<file path="src/rtl/flag_write_arbiter.sv">
// Flag write arbiter: shares the Z/V/N flag register between the ALU (A) and
// the shift/MAC unit (B). Overlapping writes are serialised through a
// one-entry deferral buffer that always drains on the following cycle.
// Branch conditions are resolved on the register value with any deferred
// write forwarded over it.
module flag_write_arbiter #(
  parameter int FLAG_W = 3
) (
  input  logic              clk,
  input  logic              rst,
  input  logic              a_valid,
  input  logic [FLAG_W-1:0] a_flags,
  input  logic [FLAG_W-1:0] a_mask,
  output logic              a_ready,
  input  logic              b_valid,
  input  logic [FLAG_W-1:0] b_flags,
  input  logic [FLAG_W-1:0] b_mask,
  output logic              b_ready,
  input  logic [FLAG_W-1:0] flag_q,
  output logic [FLAG_W-1:0] flag_d,
  output logic [FLAG_W-1:0] flag_wen,
  input  logic [2:0]        cond,
  output logic              br_taken,
  output logic              pending
);

  typedef enum logic {IDLE = 1'b0, HOLD = 1'b1} st_t;

  st_t               st_q, st_d;
  logic [FLAG_W-1:0] buf_flags_q, buf_flags_d;
  logic [FLAG_W-1:0] buf_mask_q, buf_mask_d;
  logic              pri_q, pri_d;    // 0: A wins the next overlap
  logic [FLAG_W-1:0] wen_a, wen_b;
  logic [FLAG_W-1:0] ef;
  logic              z, v, n;

  // Arbitration: pass/merge writes in IDLE, replay the buffer in HOLD
  always_comb begin
    st_d        = st_q;
    buf_flags_d = buf_flags_q;
    buf_mask_d  = buf_mask_q;
    pri_d       = pri_q;
    flag_d      = '0;
    flag_wen    = '0;
    a_ready     = 1'b0;
    b_ready     = 1'b0;
    wen_a       = a_valid ? a_mask : '0;
    wen_b       = b_valid ? b_mask : '0;
    if (st_q == HOLD) begin
      flag_d     = buf_flags_q;
      flag_wen   = buf_mask_q;
      buf_mask_d = '0;
      st_d       = IDLE;
    end else begin
      a_ready = a_valid;
      b_ready = b_valid;
      if ((wen_a & wen_b) != '0) begin
        // Overlap: the favoured side writes now, the other is deferred and
        // gets priority on the next overlap.
        st_d = HOLD;
        if (!pri_q) begin
          flag_d      = a_flags;
          flag_wen    = a_mask;
          buf_flags_d = b_flags;
          buf_mask_d  = b_mask;
          pri_d       = 1'b1;
        end else begin
          flag_d      = b_flags;
          flag_wen    = b_mask;
          buf_flags_d = a_flags;
          buf_mask_d  = a_mask;
          pri_d       = 1'b0;
        end
      end else begin
        // Disjoint or single write: each bit comes from its owner
        flag_wen = wen_a | wen_b;
        flag_d   = (a_flags & wen_a) | (b_flags & wen_b);
      end
    end
    if (rst) begin
      flag_d   = '0;
      flag_wen = '0;
      a_ready  = 1'b0;
      b_ready  = 1'b0;
    end
  end

  // State, buffer and priority registers; reset drops any deferred write
  always_ff @(posedge clk or posedge rst) begin
    if (rst) begin
      st_q        <= IDLE;
      buf_flags_q <= '0;
      buf_mask_q  <= '0;
      pri_q       <= 1'b0;
    end else begin
      st_q        <= st_d;
      buf_flags_q <= buf_flags_d;
      buf_mask_q  <= buf_mask_d;
      pri_q       <= pri_d;
    end
  end

  assign pending = (st_q == HOLD);

  // Effective flags forward the deferred write over the register value
  always_comb begin
    ef = flag_q;
    if (st_q == HOLD) ef = (buf_flags_q & buf_mask_q) | (flag_q & ~buf_mask_q);
  end

  assign z = ef[0];
  assign v = ef[1];
  assign n = ef[2];

  // Branch condition decode on effective flags
  always_comb begin
    br_taken = 1'b0;
    case (cond)
      3'b000: br_taken = ~z;
      3'b001: br_taken = z;
      3'b010: br_taken = ~z & ~n;
      3'b011: br_taken = n;
      3'b100: br_taken = z | ~n;
      3'b101: br_taken = z | n;
      3'b110: br_taken = v;
      default: br_taken = 1'b1;
    endcase
  end

endmodule

</file>
<file path="config.mk">
export PLATFORM = sky130hd
export DESIGN_NAME = flag_write_arbiter
export DESIGN_NICKNAME = d
export VERILOG_FILES = /design/src/rtl/flag_write_arbiter.sv
export SDC_FILE = /design/constraint.sdc
export NUM_CORES = 1
export LEC_CHECK = 0
export ABC_CLOCK_PERIOD_IN_PS = 2240
export BUFFER_PORTS_ARGS = -buffer_cell sky130_fd_sc_hd__buf_2
export CAP_MARGIN = 20
export CORE_MARGIN = 8
export CORE_UTILIZATION = 47
export DETAILED_ROUTE_END_ITERATION = 10
export GPL_ROUTABILITY_DRIVEN = 0
export PLACE_DENSITY_LB_ADDON = 0.2
export SLEW_MARGIN = 30
export SYNTH_ARGS = -nofsm -noshare
export SYNTH_HDL_FRONTEND = slang
export SYNTH_SLANG_ARGS = --single-unit
</file>
<file path="constraint.sdc">
create_clock -name clk -period 2.24 [get_ports clk]
set_input_delay 0.224 -clock clk [delete_from_list [all_inputs] [get_ports clk]]
set_output_delay 0.224 -clock clk [all_outputs]
set_load 0.02 [all_outputs]
</file>
# ---- Word-level counts from Yosys, hierarchy flattened
# Cells that the tools add are included.
# Widths: inputs -> output; s select.
dict set report totals {
  out_inout_bits 10
  ff_bits 8
}
dict set report op_classes {
  n_bitwise 15
  mux 23
  n_reduce_logical 4
  n_eq_ne 6
}
# cell count
set ops {}
lappend ops {{$mux 3} 15}
lappend ops {{$and 3x3->3} 5}
lappend ops {{$eq 3x3->1 const B} 3}
lappend ops {{$or 3x3->3} 3}
lappend ops {{$mux 1} 7}
lappend ops {{$pmux 1 s7} 1}
lappend ops {{$eq 3x2->1 const B} 2}
lappend ops {{$eq 3x1->1 const B} 1}
lappend ops {{$logic_not 3->1} 1}
lappend ops {{$not 1->1} 3}
lappend ops {{$not 3->3} 1}
lappend ops {{$reduce_bool 3->1} 1}
lappend ops {{$or 1x1->1} 2}
lappend ops {{$reduce_and 2->1} 1}
lappend ops {{$reduce_bool 2->1} 1}
lappend ops {{$and 1x1->1} 1}

# ---- Longest topological paths before layout
# Gate-level depths: netlist of the first run.
dict set report depth {
  ltp_word 7
  mapped_depth 6
}

# ---- Worst setup path before layout of the first run
# OpenSTA, ideal clock, no wires.
dict set report synth_timing {
  path_type {flip-flop to output port}
  start {register st_q, in the netlist pending}
  end {output port br_taken}
  path_stages_with_launch 6
  slack_ns 0.370
  t_required_ns 2.016
  arrival_time_ns 1.646
  path_cell_list {dfrtp_1 clkbuf_1 a21boi_0 or3_1 a21oi_1 o21ai_0}
}
dict set report synth_between {
  elab_chain_len 4
}
# item line_no
set synth_rtl {}
lappend synth_rtl {{start, declared} 29} ;# st_t st_q, st_d;
lappend synth_rtl {{start signal, assigned} 96} ;# st_q <= st_d;
lappend synth_rtl {{$mux 3 *} 108} ;# if (st_q == HOLD) ef = (buf_flags_q & buf_mask_q) | (flag_q & ~buf_mask_q);
lappend synth_rtl {{$not 1->1 (on tied branches)} {121, 123, 119}}
lappend synth_rtl {{$or 1x1->1 / $and 1x1->1 (equally long branches)} {123, 121}}
lappend synth_rtl {{$pmux 1 s7 *} 118} ;# case (cond)
lappend synth_rtl {{end, declared} 23} ;# output logic br_taken,
# Every way passes the cells marked *; elsewhere a longest branch is shown, timed or not.

# ---- Worst setup path after layout of the first run
dict set report layout_timing {
  start {register pri_q}
  end {output port flag_d[1]}
}
dict set report layout_between {
  elab_chain_len 4
}
# item line_no
set layout_rtl {}
lappend layout_rtl {{start, declared} 32} ;# logic pri_q, pri_d;
lappend layout_rtl {{start signal, assigned} 99} ;# pri_q <= pri_d;
lappend layout_rtl {{$mux 3} 61} ;# if (!pri_q) begin
lappend layout_rtl {{$mux 3} 57} ;# if ((wen_a & wen_b) != '0) begin
lappend layout_rtl {{$mux 3} 49} ;# if (st_q == HOLD) begin
lappend layout_rtl {{$mux 3} 80} ;# if (rst) begin
lappend layout_rtl {{end, declared} 20} ;# output logic [FLAG_W-1:0] flag_d,
# Every way passes these cells.

==> results of run 1 <==
critical path: stages (launching register included):
cell and delay (ps):
dfrtp_1 790, mux2i_1 150, mux2_2 290, o22ai_1 140
buf_2 190
stage by stage:
| step | total power [uW] | instances | instance area, sq um | util, % | hold WS [ps] |
|---|---|---|---|---|---|
| 6_report | 649 | 148 | 985 | 63.9 | 302 |
| 5_1_grt | 702 | 148 | 985 | 63.9 | 331 |
| 4_1_cts | 654 | 148 | 983 | 63.8 | 305 |
| 3_5_place_dp | 543 | 144 | 951 | 61.7 | 258 |
| 3_3_place_gp | 538 | 144 | 951 | 61.7 | 245 |
| 2_1_floorplan | 458 | 101 | 783 | - | 214 |
logic make-up (layout without fill, tap and decap cells):
logic type | count (synthesis) | count (layout) | synth area share (%)
xor+xnor | 1 | 1 | 1.12
compound gates | 35 | 35 | 30.7
simple gates | 34 | 34 | 21.6
buf+inv | 11 | 42 | 5.27
flops | 8 | 8 | 25.6
mux | 12 | 12 | 15.8
what timing repair did:
action | in CTS | in global routing
resized for setup | 0 | 1
endpoints found under the hold margin | 8 | 0
hold buffers | 1 | 0
endpoints found under the setup margin | 0 | 1
state kept, by name, summed over array words and instances (netlist names):
| name | cells |
|---|---|
| buf_flags_q | 3 |
| pending | 1 |
| pri_q | 1 |
| buf_mask_q | 3 |
placed cells by master (no fill, tap or decap):
cell type	synthesis	layout
a31oi_1	3	3
a21boi_0	1	1
and3_1	4	4
o31a_1	3	3
clkbuf_4	0	3
o21ai_0	5	5
mux2i_1	9	9
or2_2	1	1
a21oi_1	7	7
or3_1	1	1
dfrtp_2	0	1
o22ai_1	3	3
a311oi_1	1	1
nor2_2	1	1
a22oi_1	3	3
o31ai_1	1	1
dfrtp_1	8	7
and2_1	1	1
dlygate4sd3_1	0	1
o2111ai_1	1	1
a211oi_1	3	3
buf_4	0	2
buf_2	0	31
a222oi_1	1	1
nand3_1	3	3
nor2_1	12	12
mux2_2	3	3
a21bo_2	2	2
nand3b_1	3	3
nand2_1	7	7
inv_1	5	5
nor3_2	1	1
a32oi_1	1	1
xor2_1	1	1
power breakdown:
| part | internal (uW) | switching [uW] | leakage, uW | total (uW) |
|---|---|---|---|---|
| sequential | 185 | 90.9 | 0.0000932 | 276 |
| clock | 61.1 | 47.0 | 0.0000138 | 108 |
| combinational | 142 | 122 | 0.000371 | 264 |
area by class of cell:
type | count | area share [%]
Inverter | 5 | 1.91
Sequential cell | 8 | 20.5
Timing Repair Buffer | 34 | 18.3
Multi-Input combinational cell | 82 | 55.0
Tap cell | 16 | 2.03
Clock buffer | 3 | 2.29
layer usage:
| metal | share of wire, % | vias to the layer above | routed length [um] |
|---|---|---|---|
| met4 | 0.59 | 0 | 13 |
| met3 | 6.1 | 3 | 133 |
| met1 | 45 | 430 | 980 |
| li1 | - | 443 | - |
| met5 | 0 | - | 0 |
| met2 | 49 | 23 | 1060 |
path summary, 6_finish.rpt:
kind	from	endpoint	slack, ps	cells after the start
max	pri_q$_DFFE_PP0P_	flag_d[1]	200	4
min	a_flags[1]	buf_flags_q[1]$_DFFE_PP0P_	300	3
max reg2reg	pending$_DFF_PP0_	buf_flags_q[0]$_DFFE_PP0P_	740	4
min reg2reg	buf_flags_q[1]$_DFFE_PP0P_	buf_flags_q[1]$_DFFE_PP0P_	570	2
max in group asynchronous	rst	pending$_DFF_PP0_	1460	3
min in group asynchronous	rst	buf_mask_q[0]$_DFFE_PP0P_	520	3
==> results_dict.tcl, run 1 <==
set metrics [dict create \
    avgRoutedWirePerCell_um 14.8 \
    crit_type "flip-flop to output port" \
    multi_input_area_sq_um 542 \
    finalHoldViolCount 0 \
    postCtsSetupRepairBufs 0 \
    wl_um 2190 \
    io_buffers 31 \
    coreArea_sq_um 1540 \
    fill_cells 153 \
    synth_warnings 0 \
    rsz0062_at_grt "false" \
    antenna_left 0 \
    use_met2_pct 23.5 \
    grt_max_degree 17 \
    synth_top_area_share_pct 25.6 \
    dieArea_sq_um 3230 \
    firstDrtPassIters 4 \
    outcome "finished clean" \
    fp.dieW_um 56.8 \
    cp.required_ps 2020 \
    ioPinCount 32 \
    clkTransAtPathRegs_ps 50 \
    synth.net_count 123 \
    synth_area_leaders "dfrtp_1 26%, mux2i_1 12%, nor2_1 5.8%" \
    fmaxAchievable_mhz 489 \
    top_usage_layer "met2" \
    cp-end-kind "output port" \
    synth.yosys.seq_area_share_pct 25.6 \
    p_per_area_nw_per_um2 659 \
    yosysTopAreaCell "dfrtp_1" \
    start_util_pct 50.8 \
    setup_viol 0 \
    drc 0 \
    ir_worst_vdd_v 0.000575 \
    synth_edf_count 0 \
    num_vias 899 \
    slew_headroom_pct 52.5 \
    synthTopCellsByCount "12 x nor2_1, 9 x mux2i_1, 8 x dfrtp_1, 7 x a21oi_1, 7 x nand2_1" \
    finClkSkew_ps 8.38 \
    netlist-cell-type-count 31 \
    leakagePower_uw 0.000478 \
    grt_pass1_vias 884 \
    max_cap_viol_count 0 \
    period_minus_slack_ps 2040 \
    synth_area_sq_um 783 \
    cts_tree "done" \
    antenna_found_initial 0 \
    post-synth-top-count-cell "nor2_1" \
    finalSetupTns_ps 0 \
    hp-class "input port to flip-flop" \
    start_kind "flip-flop" \
    setup_slack_ps 197 \
    clock_latency_ps 260 \
    path_max_fanout 16 \
    finalCritPeriodShare_pct 91.2 \
    synth_seq_cells 8 \
    clockRootBuffer "clkbuf_4" \
    worstMarginPinSlew_ps 713 \
    dp_hpwl_um 1760 \
    syn_inst 101 \
    cts.sinks 8 \
    cts_max_level 1 \
    syn_area_per_cell_sq_um 7.75 \
    cp_data_arrival_time_ps 1820 \
    vias_per_cell 6.07 \
    area_growth_pct 25.7 \
    drive_gt1_share_pct 34.1 \
    ys_async_sr_fraction_pct 100 \
    grt_first_pass_wirelength_um 3860 \
    seqCellArea_sq_um 201 \
    num_rows 14 \
    cts_buffers 3 \
    diodes 0 \
    synthFlopType "dfrtp_1" \
    grt_use_met1_pct 16.8 \
    die_h_um 56.8 \
    finalMaxSlewViolations 0 \
    grt-ovfl-total 0 \
    clk_path_buf_depth 2 \
    grtUsageMet3_pct 5.39 \
    nNetsFinal 156 \
    drtIter0Drc 15 \
    grt_usage_pct 14.2 \
    pre_cts_slack_ps 426 \
]
Note: power is estimated with default switching activity, not from simulation.
==> run 2, diff against run 1 <==
ABC_CLOCK_PERIOD_IN_PS = 2000   (was 2240)
SETUP_SLACK_MARGIN = 0.4   (was unset)
clock period = 2 ns   (was 2.24 ns; I/O delays follow)
==> results_dict.tcl, run 2 (synthesis gave the netlist of run 1 again) <==
set metrics [dict create \
    cts_max_level 1 \
    rsz0062_at_grt "true" \
    clk_path_buf_depth 2 \
    drive_gt1_share_pct 49.0 \
    grt_pass1_vias 1030 \
    cp-end-kind "output port" \
    cp_data_arrival_time_ps 1590 \
    start_kind "flip-flop" \
    cts_tree "done" \
    cp.required_ps 1800 \
    seqPwrFrac_pct 30.4 \
    mostFrequentLayoutCells "23 x buf_2, 18 x buf_4, 12 x nor2_1" \
    leakagePower_uw 0.000571 \
    fp.dieW_um 56.8 \
    cts.sinks 8 \
    dp_cells 146 \
    p_per_area_nw_per_um2 769 \
    top_regs "buf_flags_q (3), buf_mask_q (3)" \
    grt_usage_pct 17.3 \
    clock_latency_ps 250 \
    regToRegStartpoint "pri_q$_DFFE_PP0P_" \
    fin_cells 161 \
    reg2reg_to "buf_flags_q[2]$_DFFE_PP0P_" \
    grt_first_pass_wirelength_um 4770 \
    ir_worst_vdd_v 0.000709 \
    setup_viol 0 \
    grt_max_degree 11 \
    start_util_pct 50.8 \
    cellInternalPower_uw 572 \
    p_switching_uw 364 \
    outcome "finished clean" \
    finalMaxSlewViolations 0 \
    multi_input_area_sq_um 633 \
    fmaxAchievable_mhz 558 \
    period_minus_slack_ps 1790 \
    coreArea_sq_um 1540 \
    finalSetupTns_ps 0 \
    whs_ps 28.0 \
    finalHoldViolCount 0 \
    num_rows 14 \
    placed_area_sq_um 1010 \
    combPwrFrac_pct 56.5 \
    io_buffers 31 \
    die_h_um 56.8 \
    antenna_left 0 \
    drtIter0Drc 27 \
    slew_headroom_pct 63.3 \
    wl_um 2890 \
    diodes 0 \
    reg2reg_slack_ps 510 \
    path_max_fanout 6 \
    finClkSkew_ps 10.1 \
    avgRoutedWirePerCell_um 18.0 \
    num_vias 999 \
    switching_share_pct 38.9 \
    grt-ovfl-total 0 \
    area_growth_pct 55.4 \
    seqCellArea_sq_um 205 \
    fill_cells 115 \
    clkPwrFrac_pct 13.1 \
    finalCritPeriodShare_pct 89.6 \
    clockRootBuffer "clkbuf_4" \
    cts_buffers 3 \
    final_area_sq_um 1220 \
    hp-class "input port to async pin" \
    crit_type "flip-flop to output port" \
    utilization_pct 79.0 \
    dieArea_sq_um 3230 \
    vias_per_cell 6.20 \
    worstMarginPinSlew_ps 547 \
    r2r_cells 6 \
    dp_hpwl_um 1890 \
    final_common_cell "buf_2" \
    ioPinCount 32 \
    firstDrtPassIters 4 \
    max_cap_viol_count 0 \
    clkTransAtPathRegs_ps 60 \
    nNetsFinal 169 \
    drc 0 \
    antenna_found_initial 0 \
]
## run 2: changes by cell type in the layout (fill, tap and decap cells not counted), sizes merged
cell	before	now
buf	33	47
dlygate4sd3	1	0
## run 2: area by class of cell
type                       instances  area share [%]
clock buffer                       3            1.85
sequential                         8            16.9
multi-input combinational         82            52.0
timing repair buffer              47            26.1
tap                               16            1.64
inverter                           5            1.54
## run 2: per-layer routing
| layer | part of all wire, % | up-vias | track usage, % |
|---|---|---|---|
| met5 | 0 | - | 0 |
| met4 | 2.6 | 0 | 5.37 |
| li1 | - | 472 | - |
| met1 | 40 | 465 | 22.1 |
| met2 | 50 | 52 | 28.2 |
| met3 | 7.2 | 10 | 3.37 |
## run 2: worst max path at each step
stage | end | from | cells after the start | slack (ps)
CTS | br_taken | pending$_DFF_PP0_ | 5 | 210
finish | br_taken | pending$_DFF_PP0_ | 5 | 210
global placement | flag_d[1] | pri_q$_DFFE_PP0P_ | 4 | 230
floorplan | flag_d[0] | a_mask[1] | 4 | 320
detailed placement | flag_d[0] | a_mask[1] | 6 | 220
global route | flag_d[1] | a_mask[1] | 7 | 140
## run 2: worst max-delay path, cell delays in order (launching register included)
cell	delay (ps)
dfrtp_2	440
and3_4	170
or3_1	360
a21oi_2	130
o21ai_1	80
buf_4	160
## run 2: power by group through the flow
| stage | Sequential (uW) | Combinational, uW | Clock (uW) |
|---|---|---|---|
| after global routing | 293 | 568 | 137 |
| after floorplan | 236 | 300 | 0 |
| final | 285 | 529 | 122 |
| after detailed placement | 308 | 325 | 0 |
| after global placement | 308 | 319 | 0 |
| after CTS | 283 | 493 | 123 |
## run 2: through the flow
step           setup slack [ps]  total power [uW]
6_report                    209               936
3_3_place_gp                234               627
4_1_cts                     214               899
5_1_grt                     135               999
3_5_place_dp                219               633
2_1_floorplan               323               537
## run 2: repair_timing
action,4_1_cts,5_1_grt
pin swaps,8,2
resized for setup,23,10
setup endpoints to repair,9,9
hold buffers,0,0
gates cloned,0,0
buffers inserted,11,1
==> run 3, diff against run 2 <==
==> constraint.sdc (replaced) <==
create_clock -name clk -period 2 [get_ports clk]
set_input_delay 0.3 -clock clk [delete_from_list [all_inputs] [get_ports clk]]
set_output_delay 0.3 -clock clk [all_outputs]
set_load 0.02 [all_outputs]
==> results_dict.tcl, run 3 (synthesis gave the netlist of run 1 again) <==
set metrics [dict create \
    finClkSkew_ps 1.23 \
    drtIter0Drc 50 \
    worstMarginPinSlew_ps 392 \
    cp.required_ps 1700 \
    wl_um 3150 \
    cts_max_level 1 \
    clkTransAtPathRegs_ps 50 \
    ioPinCount 32 \
    setup_viol 0 \
    finalPower_uw 954 \
    clk_path_buf_depth 2 \
    diodes 0 \
    use_met2_pct 30.3 \
    reg2reg_to "buf_flags_q[1]$_DFFE_PP0P_" \
    dieArea_sq_um 3230 \
    crit_type "input port to output port" \
    hold_buffers 0 \
    rsz0062_at_grt "true" \
    period_minus_slack_ps 1940 \
    grt_first_pass_wirelength_um 4620 \
    io_buffers 31 \
    grtUsageMet3_pct 5.17 \
    start_util_pct 50.8 \
    grt_usage_pct 17.3 \
    drive_gt1_share_pct 58.0 \
    slew_headroom_pct 73.8 \
    finalMaxSlewViolations 0 \
    fmaxAchievable_mhz 517 \
    whs_ps 201 \
    die_h_um 56.8 \
    grt_use_met1_pct 19.6 \
    reg2reg_slack_ps 430 \
    cts.sinks 8 \
    grt_max_degree 14 \
    fill_cells 69 \
    grt_pass1_vias 1001 \
    cts_buffers 3 \
    drc 0 \
    mostFrequentLayoutCells "19 x buf_2, 18 x buf_4, 12 x buf_6" \
    coreArea_sq_um 1540 \
    vias_per_cell 6.17 \
    area_growth_pct 75.9 \
    utilization_pct 89.4 \
    num_vias 1024 \
    start_kind "input port" \
    crit_end "flag_d[2]" \
    firstDrtPassIters 4 \
    grt-ovfl-total 0 \
    cp-startpoint "a_mask[1]" \
    finalCritPeriodShare_pct 96.8 \
    finalHoldViolCount 0 \
    final_common_cell "buf_2" \
    regToRegStartpoint "pending$_DFF_PP0_" \
    r2r_cells 6 \
    cp-end-kind "output port" \
    cp_data_arrival_time_ps 1640 \
    cts_tree "done" \
    hp-class "input port to async pin" \
    num_rows 14 \
    avgRoutedWirePerCell_um 19.0 \
    top_regs "buf_flags_q (3), buf_mask_q (3)" \
    max_cap_viol_count 0 \
    nNetsFinal 173 \
    p_per_area_nw_per_um2 692 \
    top_usage_layer "met2" \
    ir_worst_vdd_v 0.000645 \
    fp.dieW_um 56.8 \
    antenna_left 0 \
    antenna_found_initial 0 \
    outcome "finished clean" \
    leakagePower_uw 0.000615 \
    clockRootBuffer "clkbuf_4" \
    path_max_fanout 5 \
    clock_latency_ps 250 \
    dp_hpwl_um 1930 \
]
run 3: changes by cell type in the layout (fill, tap and decap cells not counted), sizes merged:
cell    before  now
clkbuf       3    4
buf         47   51
run 3: area by class of cell:
cell class | instances | area, sq um | area share (%)
multi-input combinational | 82 | 709 | 51.5
timing repair buffer | 51 | 400 | 29.1
sequential | 8 | 203 | 14.7
clock buffer | 4 | 26.3 | 1.91
tap | 16 | 20.0 | 1.45
inverter | 5 | 18.8 | 1.36
run 3: worst min path at each step:
stage | cells after the start | slack (ps) | endpoint
after detailed placement | 3 | 460 | buf_flags_q[2]$_DFFE_PP0P_
after global routing | 3 | 220 | buf_mask_q[0]$_DFFE_PP0P_
after CTS | 3 | 190 | buf_mask_q[2]$_DFFE_PP0P_
final | 3 | 200 | buf_mask_q[2]$_DFFE_PP0P_
after global placement | 3 | 450 | pri_q$_DFFE_PP0P_
after floorplan | 2 | 440 | buf_flags_q[0]$_DFFE_PP0P_
run 3: critical path, stage by stage:
cell,delay (ps)
buf_6,100
a222oi_1,340
buf_4,200
nor2_4,60
mux2_4,320
o22ai_4,170
buf_6,140
run 3: power by group:
group          switching (uW)  internal [uW]  total, uW
combinational             241            286        527
sequential               85.9            210        296
clock                    53.7           76.2        130
total                     381            572        954
run 3: metrics by stage:
| stage | instances | setup slack [ps] | instance area, sq um | setup TNS (ps) |
|---|---|---|---|---|
| 2_1_floorplan | 101 | 123 | 851 | 0 |
| 3_3_place_gp | 149 | 74.3 | 1050 | 0 |
| 3_5_place_dp | 149 | 36.8 | 1050 | 0 |
| 4_1_cts | 163 | 73.9 | 1260 | 0 |
| 5_1_grt | 166 | -29.3 | 1380 | -29.3 |
| 6_report | 166 | 64.4 | 1380 | 0 |
run 3: timing repair:
item | CTS | global route
pin swaps | 8 | 7
gates resized for setup | 33 | 22
setup endpoints to repair | 9 | 13
buffers inserted | 10 | 3
run 3: routing by layer:
| metal | up-vias | part of all wire, % |
|---|---|---|
| met4 | 0 | 2.6 |
| met2 | 43 | 50 |
| li1 | 478 | - |
| met1 | 495 | 41 |
| met5 | - | 0 |
| met3 | 8 | 6.3 |
